--- src/rtl/sprite_pkg.sv ---
// Shared definitions for the sprite store write path: address width,
// SPI command code and the loader FSM state encoding.
package sprite_pkg;

   localparam int         SPRITE_ADDR_BITS = 12;
   localparam logic [7:0] SPRITE_CMD_WRITE = 8'h10;

   typedef enum logic [2:0] {
      IDLE,
      CMD,
      ADDR_HI,
      ADDR_LO,
      DATA,
      IGNORE
   } loader_state_t;

endpackage

--- src/rtl/spi_rx_sync.sv ---
// Brings the host SPI pins into the clk domain: 2-flop synchronizers on
// sclk/mosi/csb, sclk rising-edge detect and csb fall/level indications.
module spi_rx_sync (
   input  logic clk,
   input  logic reset_n,
   input  logic spi_sclk,
   input  logic spi_mosi,
   input  logic spi_csb,
   output logic sclk_rise,
   output logic csb_fall,
   output logic csb_high,
   output logic mosi_s
);

   logic [1:0] sclk_sync_reg;
   logic [1:0] mosi_sync_reg;
   logic [1:0] csb_sync_reg;
   logic [1:0] fill_reg;
   logic       sclk_prev_reg;
   logic       csb_prev_reg;

   always_ff @(posedge clk or negedge reset_n) begin
      if (!reset_n) begin
         sclk_sync_reg <= 2'b00;
         mosi_sync_reg <= 2'b00;
         csb_sync_reg  <= 2'b11;
         fill_reg      <= 2'b00;
         sclk_prev_reg <= 1'b0;
         csb_prev_reg  <= 1'b0;
      end else begin
         sclk_sync_reg <= {sclk_sync_reg[0], spi_sclk};
         mosi_sync_reg <= {mosi_sync_reg[0], spi_mosi};
         csb_sync_reg  <= {csb_sync_reg[0], spi_csb};
         fill_reg      <= {fill_reg[0], 1'b1};
         sclk_prev_reg <= sclk_sync_reg[1];
         // Only a csb high that really came from the pin arms the fall
         // detector, so a csb held low across reset release is not a frame.
         csb_prev_reg  <= fill_reg[1] & csb_sync_reg[1];
      end
   end

   assign sclk_rise = sclk_sync_reg[1] & ~sclk_prev_reg;
   assign csb_fall  = csb_prev_reg & ~csb_sync_reg[1];
   assign csb_high  = csb_sync_reg[1];
   assign mosi_s    = mosi_sync_reg[1];

endmodule

--- src/rtl/sprite_loader.sv ---
// SPI-to-sprite-memory write engine: decodes command/address/pixel bytes and
// issues single-cycle writes. SPRITE_LOADER_COUNT_EN adds the wr_count output.
module sprite_loader
   import sprite_pkg::*;
#(
   parameter int CHANNEL_BITS = 2,
   parameter int ADDR_BITS    = SPRITE_ADDR_BITS
) (
   input  logic                      clk,
   input  logic                      reset_n,
   input  logic                      spi_sclk,
   input  logic                      spi_mosi,
   input  logic                      spi_csb,
   output logic                      wr_en,
   output logic [ADDR_BITS-1:0]      wr_addr,
   output logic [CHANNEL_BITS*3-1:0] wr_data,
   output logic                      busy,
   output logic                      frame_done
`ifdef SPRITE_LOADER_COUNT_EN
   ,
   output logic [ADDR_BITS:0]        wr_count
`endif
);

   localparam int PIX_BITS = CHANNEL_BITS * 3;

   logic                 sclk_rise;
   logic                 csb_fall;
   logic                 csb_high;
   logic                 mosi_s;
   loader_state_t        state_reg;
   logic [6:0]           shift_reg;
   logic [2:0]           bit_cnt_reg;
   logic [ADDR_BITS-9:0] addr_hi_reg;
   logic [ADDR_BITS-1:0] next_addr_reg;
   logic [7:0]           rx_byte;
   logic                 byte_done;

   spi_rx_sync u_sync (
      .clk       (clk),
      .reset_n   (reset_n),
      .spi_sclk  (spi_sclk),
      .spi_mosi  (spi_mosi),
      .spi_csb   (spi_csb),
      .sclk_rise (sclk_rise),
      .csb_fall  (csb_fall),
      .csb_high  (csb_high),
      .mosi_s    (mosi_s)
   );

   // Byte as it will look once the bit arriving this cycle is shifted in.
   assign rx_byte   = {shift_reg, mosi_s};
   assign byte_done = sclk_rise && (bit_cnt_reg == 3'd7);

   always_ff @(posedge clk or negedge reset_n) begin
      if (!reset_n) begin
         state_reg     <= IDLE;
         shift_reg     <= '0;
         bit_cnt_reg   <= '0;
         addr_hi_reg   <= '0;
         next_addr_reg <= '0;
         wr_en         <= 1'b0;
         wr_addr       <= '0;
         wr_data       <= '0;
         busy          <= 1'b0;
         frame_done    <= 1'b0;
      end else begin
         wr_en      <= 1'b0;
         frame_done <= 1'b0;
         busy       <= ~csb_high;
         if (csb_high) begin
            state_reg <= IDLE;
         end else begin
            if (state_reg != IDLE && sclk_rise) begin
               shift_reg   <= rx_byte[6:0];
               bit_cnt_reg <= bit_cnt_reg + 3'd1;
            end
            case (state_reg)
               IDLE: begin
                  if (csb_fall) begin
                     state_reg   <= CMD;
                     bit_cnt_reg <= '0;
                  end
               end
               CMD: begin
                  if (byte_done)
                     state_reg <= (rx_byte == SPRITE_CMD_WRITE) ? ADDR_HI : IGNORE;
               end
               ADDR_HI: begin
                  if (byte_done) begin
                     addr_hi_reg <= rx_byte[ADDR_BITS-9:0];
                     state_reg   <= ADDR_LO;
                  end
               end
               ADDR_LO: begin
                  if (byte_done) begin
                     wr_addr       <= {addr_hi_reg, rx_byte};
                     next_addr_reg <= {addr_hi_reg, rx_byte};
                     state_reg     <= DATA;
                  end
               end
               DATA: begin
                  if (byte_done) begin
                     wr_en         <= 1'b1;
                     wr_data       <= rx_byte[PIX_BITS-1:0];
                     wr_addr       <= next_addr_reg;
                     next_addr_reg <= next_addr_reg + ADDR_BITS'(1);
                     frame_done    <= &next_addr_reg;
                  end
               end
               IGNORE: ;
               default: state_reg <= IDLE;
            endcase
         end
      end
   end

`ifdef SPRITE_LOADER_COUNT_EN
   localparam logic [ADDR_BITS:0] COUNT_MAX = {1'b1, {ADDR_BITS{1'b0}}};

   always_ff @(posedge clk or negedge reset_n) begin
      if (!reset_n)
         wr_count <= '0;
      else if (csb_fall)
         wr_count <= '0;
      else if (!csb_high && state_reg == DATA && byte_done && wr_count != COUNT_MAX)
         wr_count <= wr_count + (ADDR_BITS + 1)'(1);
   end
`endif

endmodule
--- config.mk ---
export PLATFORM = sky130hd
export DESIGN_NAME = sprite_loader
export DESIGN_NICKNAME = d
export VERILOG_FILES = /design/src/rtl/sprite_pkg.sv /design/src/rtl/spi_rx_sync.sv /design/src/rtl/sprite_loader.sv
export SDC_FILE = /design/constraint.sdc
export NUM_CORES = 1
export LEC_CHECK = 0
export CAP_MARGIN = 15
export CORE_AREA = 2 2 72 74
export DETAILED_ROUTE_END_ITERATION = 10
export DIE_AREA = 0 0 74 76
export PLACE_DENSITY = 0.88
export SYNTH_ARGS = -nofsm -noshare
export SYNTH_HDL_FRONTEND = slang
export SYNTH_SLANG_ARGS = --single-unit
--- constraint.sdc ---
create_clock -name clk -period 4.5 [get_ports clk]
set_input_delay 0.675 -clock clk [delete_from_list [all_inputs] [get_ports clk]]
set_output_delay 0.675 -clock clk [all_outputs]
set_load 0.01 [all_outputs]
==> Word level (Yosys, flattened, before mapping) <==
Cells that the tools add are included.
{ "classes": {"add_sub_neg": 2, "mux": 21, "eq_ne": 14, "n_reduce_logical": 12, "bitwise_logic": 5} }
{ "op_table": {"columns": ["op", "count"], "rows": [
  ["12-bit case mux with 2 select lines", 2],
  ["12-bit two-way mux", 3],
  ["3-bit two-way mux", 9],
  ["3-bit case mux with 5 select lines", 1],
  ["12-bit by 1-bit adder with 12-bit output (second input constant)", 1],
  ["3-bit by 2-bit != test with 1-bit output (second input constant)", 4],
  ["12-bit AND reduction", 1],
  ["3-bit equality test (second input constant)", 3],
  ["8-bit by 5-bit equality test with 1-bit output (second input constant)", 1],
  ["3-bit by 2-bit equality test with 1-bit output (second input constant)", 2],
  ["1-bit two-way mux", 6],
  ["3-bit AND reduction", 2],
  ["5-bit AND reduction", 1],
  ["2-bit != test (second input constant)", 2],
  ["4-bit AND reduction", 1],
  ["3-bit by 1-bit adder with 3-bit output (second input constant)", 1],
  ["1-bit AND", 3],
  ["3-bit by 1-bit equality test with 1-bit output (second input constant)", 1],
  ["3-bit zero test", 1],
  ["3-bit nonzero test", 1],
  ["1-bit logical AND", 2],
  ["2-bit by 1-bit != test with 1-bit output (second input constant)", 1],
  ["1-bit inverter", 2],
  ["2-bit AND reduction", 1],
  ["other kinds (2)", 2]
]} }
{ "word_totals": {"regBits": 60, "out_inout_bits": 21, "word_cells": 70} }

==> Depth between registers and ports, before layout <==
Gate-level depths: netlist of run 1.
{ "depth": {"depth_word": 6, "ltp_mapped": 7, "depth_no_buf": 6} }

==> Cells and area by module <==
Synthesis of run 1 repeated with hierarchy kept, for this count alone.
{ "hier_totals": {"hier_cells": 254, "area_unflattened_um2": 2668.8} }
{ "modules_own_cells": {"columns": ["mod", "area_per_inst_um2", "cells_per_inst", "n_inst", "seq_area_each_um2"], "rows": [
  ["sprite_loader", 2389.8, 240, 1, 1251.2],
  ["spi_rx_sync", 279.0, 14, 1, 252.7]
]} }

==> Worst setup path before layout of run 1 <==
OpenSTA, ideal clock, no wires.
{ "synth_path": {"path_type": "flip-flop to flip-flop", "from": "register bit_cnt_reg[0]", "to": "register next_addr_reg[9]", "synth_period_minus_slack_ns": 1.643, "path_slack_ns": 2.857, "path_buffers": 0, "path_stages_with_launch": 7, "t_required_ns": 4.374, "t_arrival_ns": 1.517, "cell_sequence": "dfrtp_1 > ha_1 > ha_1 > and4bb_2 > nand2_2 > nor3_1 > o32a_1"} }
{ "synth_between": {"elab_chain_len": 4, "word_cells_on_any_way": 5, "cone_classes": "3 x eq/ne; 2 x reduce/logical"} }
{ "synth_rtl": {"columns": ["element", "line_no", "source"], "rows": [
  ["from (decl)", "sprite_loader.sv:33", "logic [2:0] bit_cnt_reg;"],
  ["from (signal assigned)", "sprite_loader.sv:76", "bit_cnt_reg <= bit_cnt_reg + 3'd1;"],
  ["3-bit equality test (*)", "sprite_loader.sv:53", "assign byte_done = sclk_rise && (bit_cnt_reg == 3'd7);"],
  ["1-bit logical AND (*)", "sprite_loader.sv:53", null],
  ["2-bit != test (no line)", null, null],
  ["4-bit AND reduction (no line) (*)", null, null],
  ["to (signal assigned)", "sprite_loader.sv:98", "next_addr_reg <= {addr_hi_reg, rx_byte};"],
  ["to (signal assigned)", "sprite_loader.sv:107", "next_addr_reg <= next_addr_reg + ADDR_BITS'(1);"],
  ["to (decl)", "sprite_loader.sv:35", "logic [ADDR_BITS-1:0] next_addr_reg;"]
]} }
Every way passes the cells marked *; elsewhere a longest branch is shown, timed or not.
A chain may end at the register's enable or synchronous reset.

==> Final worst setup path of run 1 <==
{ "layout_path": {"from": "register state_reg[2]", "to": "register next_addr_reg[10]"} }
{ "layout_between": {"elab_chain_len": 3, "word_cells_on_any_way": 7, "cone_classes": "4 x eq/ne; 1 x mux; 2 x reduce/logical"} }
{ "layout_rtl": {"columns": ["element", "line_no", "source"], "rows": [
  ["from (decl)", "sprite_loader.sv:31", "loader_state_t state_reg;"],
  ["from (signal assigned)", "sprite_loader.sv:87", "state_reg <= (rx_byte == SPRITE_CMD_WRITE) ? ADDR_HI : IGNORE;"],
  ["3-bit by 2-bit equality test with 1-bit output / 3-bit equality test (equally long branches)", "sprite_loader.sv:78", "case (state_reg)"],
  ["2-bit != test (no line) / 2-bit nonzero test (equally long branches)", null, null],
  ["4-bit AND reduction (no line)", null, null]
]} }
Several ways; a longest one is shown, not always the timed one.

==> flow_metrics.tcl, run 1 <==
set metrics [dict create \
    clockBufferDepth 2 \
    routabilityCongestion 0.8862 \
    reg2reg_slack_ns 1.93 \
    arrival_ns 2.75 \
    use_met1_pct 29.33 \
    cp_num_cells 4 \
    ioPinCount 26 \
    clkSlewWorstSetupHoldPaths_ns 0.06 \
    syn-num-nets 259 \
    layout_commonest_cell "dfrtp_1" \
    placedCellCount 334 \
    final_util_pct 65.13 \
    use_met3_pct 5.688 \
    synth.largest_area_cell "dfrtp_1" \
    critPathBufInv 0 \
    status "completed" \
    yosys_most_used_dff "dfrtp_1" \
    vias_per_cell 5.763 \
    slowest_stage "nor3b_4" \
    crit_fanout 23 \
    seqCellArea_um2 1504 \
    route.detailed.drc 0 \
    required_ns 4.68 \
    holdBufCountCts 0 \
    total_power_mw 1.118 \
    grt_pass1_wl_mm 9.108 \
    root_buffer "clkbuf_8" \
    io_buffers 25 \
    tightest_slew_ns 1.079 \
    initial_utilization_pct 55.68 \
    hold_depth 0 \
    synth_warnings 0 \
    fmax_mhz 389.0 \
    yosysSeqAreaShare_pct 54.99 \
    grt_max_degree 61 \
    crit_family "compound AO/OA/AOI/OAI gates" \
    fin_crit_ns 2.571 \
    syn_inst 251 \
    finClkSkew_ns 0.006529 \
    htreeDepth 3 \
    clock_latency_ns 0.34 \
    critPathLaunchType "flop" \
    synthArstFlopShare_pct 100.0 \
    grt_pass1_vias 1938 \
    wl_per_cell_um 15.21 \
    crit_type "flop to flop" \
    synth.avg_cell_area_um2 10.90 \
    worst_setup_path_end_kind "flop" \
    multiInputGateArea_um2 1130 \
    top_usage_layer "met2" \
    finalCritPeriodShare_pct 57.13 \
    ant_nets 0 \
    p_per_area_nw_per_um2 349.6 \
    leakage_nw 1.432 \
    core_um2 4912 \
    max_stage_delay_ns 0.82 \
    antenna_cells 0 \
    crit_top_cell "o21ai_0" \
    reg2reg_depth 4 \
    hold_path.class "flop to flop" \
    cts_setup_buffers 0 \
    die_area_um2 5624 \
    path_cells "nor3b_4, o21ai_0, o21ai_0, o21ai_0" \
    overflow 0 \
    post_cts_resized 0 \
    die_w_um 74 \
    vias 2017 \
    n_fill_cell 371 \
    clock_sinks 60 \
    synth_edf_count 0 \
    hpwl_mm 3.500 \
    yosysUniqueCellTypes 52 \
    netlist_area_um2 2735 \
    finish.net_count 283 \
    drv_slew 0 \
    layout.cells.non_filler 350 \
    postRouteWirelength_mm 5.324 \
    dr.first_iter.drc_count 177 \
    yosys-top-cells-area "dfrtp_1 53%, mux2_2 7.0%, nand2_1 4.0%" \
    die_h_um 76 \
    yosysTopAreaCellShare_pct 53.06 \
    rsz0062_at_grt "no" \
    max-vdd-ir-drop_uv 282.7 \
    synth_seq_cells 60 \
    finalSetupViolCount 0 \
    drt-pass1-iter-count 4 \
    relSlewSlack_pct 27.32 \
    track_usage_pct 21.59 \
    antenna_found_initial 0 \
    cap_viol_max_count 0 \
    fin_tns_setup_ns 0 \
    cts_made_buffers 9 \
    tritoncts "built" \
    num_rows 26 \
    met2_usage_pct 31.07 \
    hold_ws_ns 0.3517 \
    area_growth_pct 16.97 \
    final-hold-violation-count 0 \
    drive_gt1_share_pct 14.64 \
    final_cell_mix "58 x dfrtp_1, 29 x nand2_1, 24 x clkdlybuf4s50_1, 23 x nor2_1, 17 x mux2_2" \
]
==> synth_stat cells (2+ instances only) <==
cell type	number
and2_1	2
o21a_1	2
inv_1	5
o21ai_0	15
buf_4	5
buf_2	6
nand2b_1	2
mux2_2	17
a31oi_1	14
or3_1	2
nand2_1	29
nand3_1	7
nor4_1	2
nor2_1	23
and3b_1	2
o211ai_1	2
nor3_1	6
dfrtp_1	58
and4_1	3
a21oi_1	5
ha_1	3
dfstp_2	2
mux2i_1	4
and3_1	7
==> kinds of logic (layout without fill, tap and decap cells) <==
family,Yosys count,in the layout,synth area share (%)
AOI/OAI and AO/OA,53,53,13.17
adders and majority gates,3,3,1.373
buffers and inverters,18,47,3.706
DFF,60,60,54.99
muxes,21,21,8.463
other,1,1,0.1371
and+or+nand+nor,95,95,18.16
==> report_power, final <==
part           internal [mW]  total, mW  switching [mW]  leakage (nW)
registers              0.556      0.574          0.0185         0.808
clock network          0.302      0.500           0.198         0.104
logic                 0.0208     0.0443          0.0236         0.520
total                  0.878       1.12           0.240          1.43
==> final timing paths <==
check                                                end                    startpoint
setup / recovery           next_addr_reg[10]$_DFFE_PN0P_      state_reg[2]$_DFFE_PN0P_
hold / removal              u_sync.fill_reg[1]$_DFF_PN0_  u_sync.fill_reg[0]$_DFF_PN0_
setup reg to reg           next_addr_reg[10]$_DFFE_PN0P_      state_reg[2]$_DFFE_PN0P_
hold reg to reg             u_sync.fill_reg[1]$_DFF_PN0_  u_sync.fill_reg[0]$_DFF_PN0_
max in group asynchronous                 busy$_DFF_PN0_                       reset_n
min in group asynchronous  next_addr_reg[10]$_DFFE_PN0P_                       reset_n
==> metrics by stage <==
step | instance area, µm² | worst slack (ns)
final | 3199 | 1.929
after global routing | 3199 | 1.661
after CTS | 3199 | 2.010
after detailed placement | 2993 | 2.056
after global placement | 2993 | 2.180
after floorplan | 2735 | 2.857
==> layer usage <==
metal	routed length [µm]	up-vias
li1	-	964
met1	2316	957
met2	2486	76
met3	336	20
met4	184	0
met5	0	-
==> final cells by class <==
cell class,count,area share [%]
sequential,60,47.01
multi-input combinational,173,35.31
timing repair buffer,26,7.900
clock buffer,15,5.514
tap,70,2.738
clock inverter,1,0.9386
inverter,5,0.5866
No activity file was read; power rests on OpenSTA's default activity.
==> inputs of run 2 (changes only) <==
Settings changed: CORE_AREA 2 2 72 74 to 2 2 77 79, DIE_AREA 0 0 74 76 to 0 0 79 81, PLACE_DENSITY 0.88 to 0.82.
Clock period 4.5 ns to 2.2 ns, I/O delays scaled along.
==> flow_metrics.tcl, run 2 (synthesized netlist as in run 1, its figures left out) <==
set metrics [dict create \
    tritoncts "built" \
    finalSetupViolCount 0 \
    total_power_mw 2.430 \
    drt-pass1-iter-count 4 \
    die_area_um2 6399 \
    postRouteWirelength_mm 5.689 \
    root_buffer "clkbuf_8" \
    rr_endpoint "next_addr_reg[9]$_DFFE_PN0P_" \
    p_sw_share_pct 22.53 \
    overflow 0 \
    num_rows 28 \
    p_per_area_nw_per_um2 734.2 \
    grt_pass1_vias 1968 \
    finalCritPeriodShare_pct 82.30 \
    layout.cells.non_filler 363 \
    p_comb_share_pct 4.0 \
    final_util_pct 58.31 \
    max-vdd-ir-drop_uv 451.8 \
    initial_utilization_pct 48.19 \
    reg2reg_depth 6 \
    area_growth_pct 21.00 \
    route.detailed.drc 0 \
    drive_gt1_share_pct 17.71 \
    fmax_mhz 552.3 \
    hold_depth 0 \
    io_buffers 25 \
    seqPwrFrac_pct 48.5 \
    r2r-start "bit_cnt_reg[0]$_DFFE_PN0N_" \
    cts_setup_buffers 0 \
    relSlewSlack_pct 60.46 \
    antenna_cells 0 \
    hold_ws_ns 0.3489 \
    vias 2059 \
    fin_crit_ns 1.811 \
    layout_commonest_cell "dfrtp_1" \
    placedCellCount 346 \
    antenna_found_initial 0 \
    grt_max_degree 37 \
    clockPowerShare_pct 47.5 \
    worst_setup_path_end_kind "flop" \
    die_w_um 79 \
    crit_fanout 10 \
    track_usage_pct 19.63 \
    fin_tns_setup_ns 0 \
    routabilityCongestion 0.9498 \
    dr.first_iter.drc_count 213 \
    min_to "u_sync.mosi_sync_reg[1]$_DFF_PN0_" \
    final-hold-violation-count 0 \
    leakage_nw 1.485 \
    finish.net_count 291 \
    clock_latency_ns 0.35 \
    rsz0062_at_grt "no" \
    vias_per_cell 5.672 \
    cts_made_buffers 9 \
    core_um2 5675 \
    clockBufferDepth 2 \
    status "completed" \
    reg2reg_slack_ns 0.39 \
    intPower_mw 1.882 \
    final_cell_mix "58 x dfrtp_1, 29 x nand2_1, 24 x clkdlybuf4s50_1, 23 x nor2_1, 17 x mux2_2" \
    die_h_um 81 \
    grt_pass1_wl_mm 9.591 \
    tightest_slew_ns 0.5932 \
    clkSlewWorstSetupHoldPaths_ns 0.07 \
    crit_type "flop to flop" \
    critPathLaunchType "flop" \
    ant_nets 0 \
    cap_viol_max_count 0 \
    ioPinCount 26 \
    required_ns 2.44 \
    hpwl_mm 3.961 \
    htreeDepth 3 \
    hold_path.class "flop to flop" \
    arrival_ns 2.05 \
    finClkSkew_ns 0.008546 \
    wl_per_cell_um 15.67 \
    drv_slew 0 \
    holdCritStartpoint "u_sync.mosi_sync_reg[0]$_DFF_PN0_" \
    clock_sinks 60 \
    switchingPower_mw 0.5473 \
]
-- run 2: changes by cell type in the layout (fill, tap and decap cells not counted), sizes merged --
cell         previous run  this run
buf                     2         9
bufinv                  1         2
clkbuf                 15        11
clkinv                  0         1
clkinvlp                0         2
dlygate4sd3             0         1
-- run 2: metal layers --
metal | GRT usage [%] | part of all wire, %
met1 | 24.76 | 44
met3 | 4.000 | 5.5
met4 | 9.138 | 1.7
met2 | 32.71 | 49
met5 | 0 | 0
-- run 2: how the worst max path moves through the flow --
| stage | startpoint | end | slack (ns) | cells after the start |
|---|---|---|---|---|
| 2_1_floorplan | bit_cnt_reg[0]$_DFFE_PN0N_ | next_addr_reg[9]$_DFFE_PN0P_ | 0.56 | 6 |
| 5_1_grt | bit_cnt_reg[0]$_DFFE_PN0N_ | wr_addr[5]$_DFFE_PN0P_ | 0.22 | 7 |
| 3_3_place_gp | bit_cnt_reg[0]$_DFFE_PN0N_ | next_addr_reg[9]$_DFFE_PN0P_ | 0.46 | 6 |
| 3_5_place_dp | bit_cnt_reg[0]$_DFFE_PN0N_ | next_addr_reg[9]$_DFFE_PN0P_ | 0.39 | 6 |
| 6_report | bit_cnt_reg[0]$_DFFE_PN0N_ | next_addr_reg[9]$_DFFE_PN0P_ | 0.39 | 6 |
| 4_1_cts | bit_cnt_reg[0]$_DFFE_PN0N_ | next_addr_reg[9]$_DFFE_PN0P_ | 0.38 | 6 |
-- run 2: through the flow --
step	setup slack, ns	area, µm²
floorplan	0.5572	2735
detailed placement	0.3913	3064
finish	0.3894	3309
CTS	0.3780	3309
global placement	0.4642	3064
global route	0.2158	3309
-- run 2: repair_timing --
item | in CTS | in global routing
hold buffers | 1 | 0
hold endpoints to repair | 3 | 0
endpoints found under the setup margin | 0 | 0
gates resized for setup | 0 | 0
-- run 2: layout make-up --
cell class	instances	area, µm²
clock buffer	11	151.4
clock inverter	5	83.83
timing repair buffer	34	327.8
fill	493	2366
sequential	60	1504
inverter	5	18.77
tap	75	93.84
multi-input combinational	173	1130
-- run 2: power by group through the flow --
stage,sequential (mW),clock (mW),combinational [mW]
floorplan,1.18,0,0.0608
global placement,1.20,0,0.0950
detailed placement,1.20,0,0.0985
CTS,1.18,1.17,0.101
global route,1.18,1.21,0.113
finish,1.18,1.15,0.0972
-- run 2: worst max-delay path, stage by stage (launching register included) --
cell and delay, ns:
dfrtp_1 0.41, ha_1 0.21, ha_1 0.21, and4bb_2 0.28, nand2_2 0.21, nor3_1 0.09
o32a_1 0.29
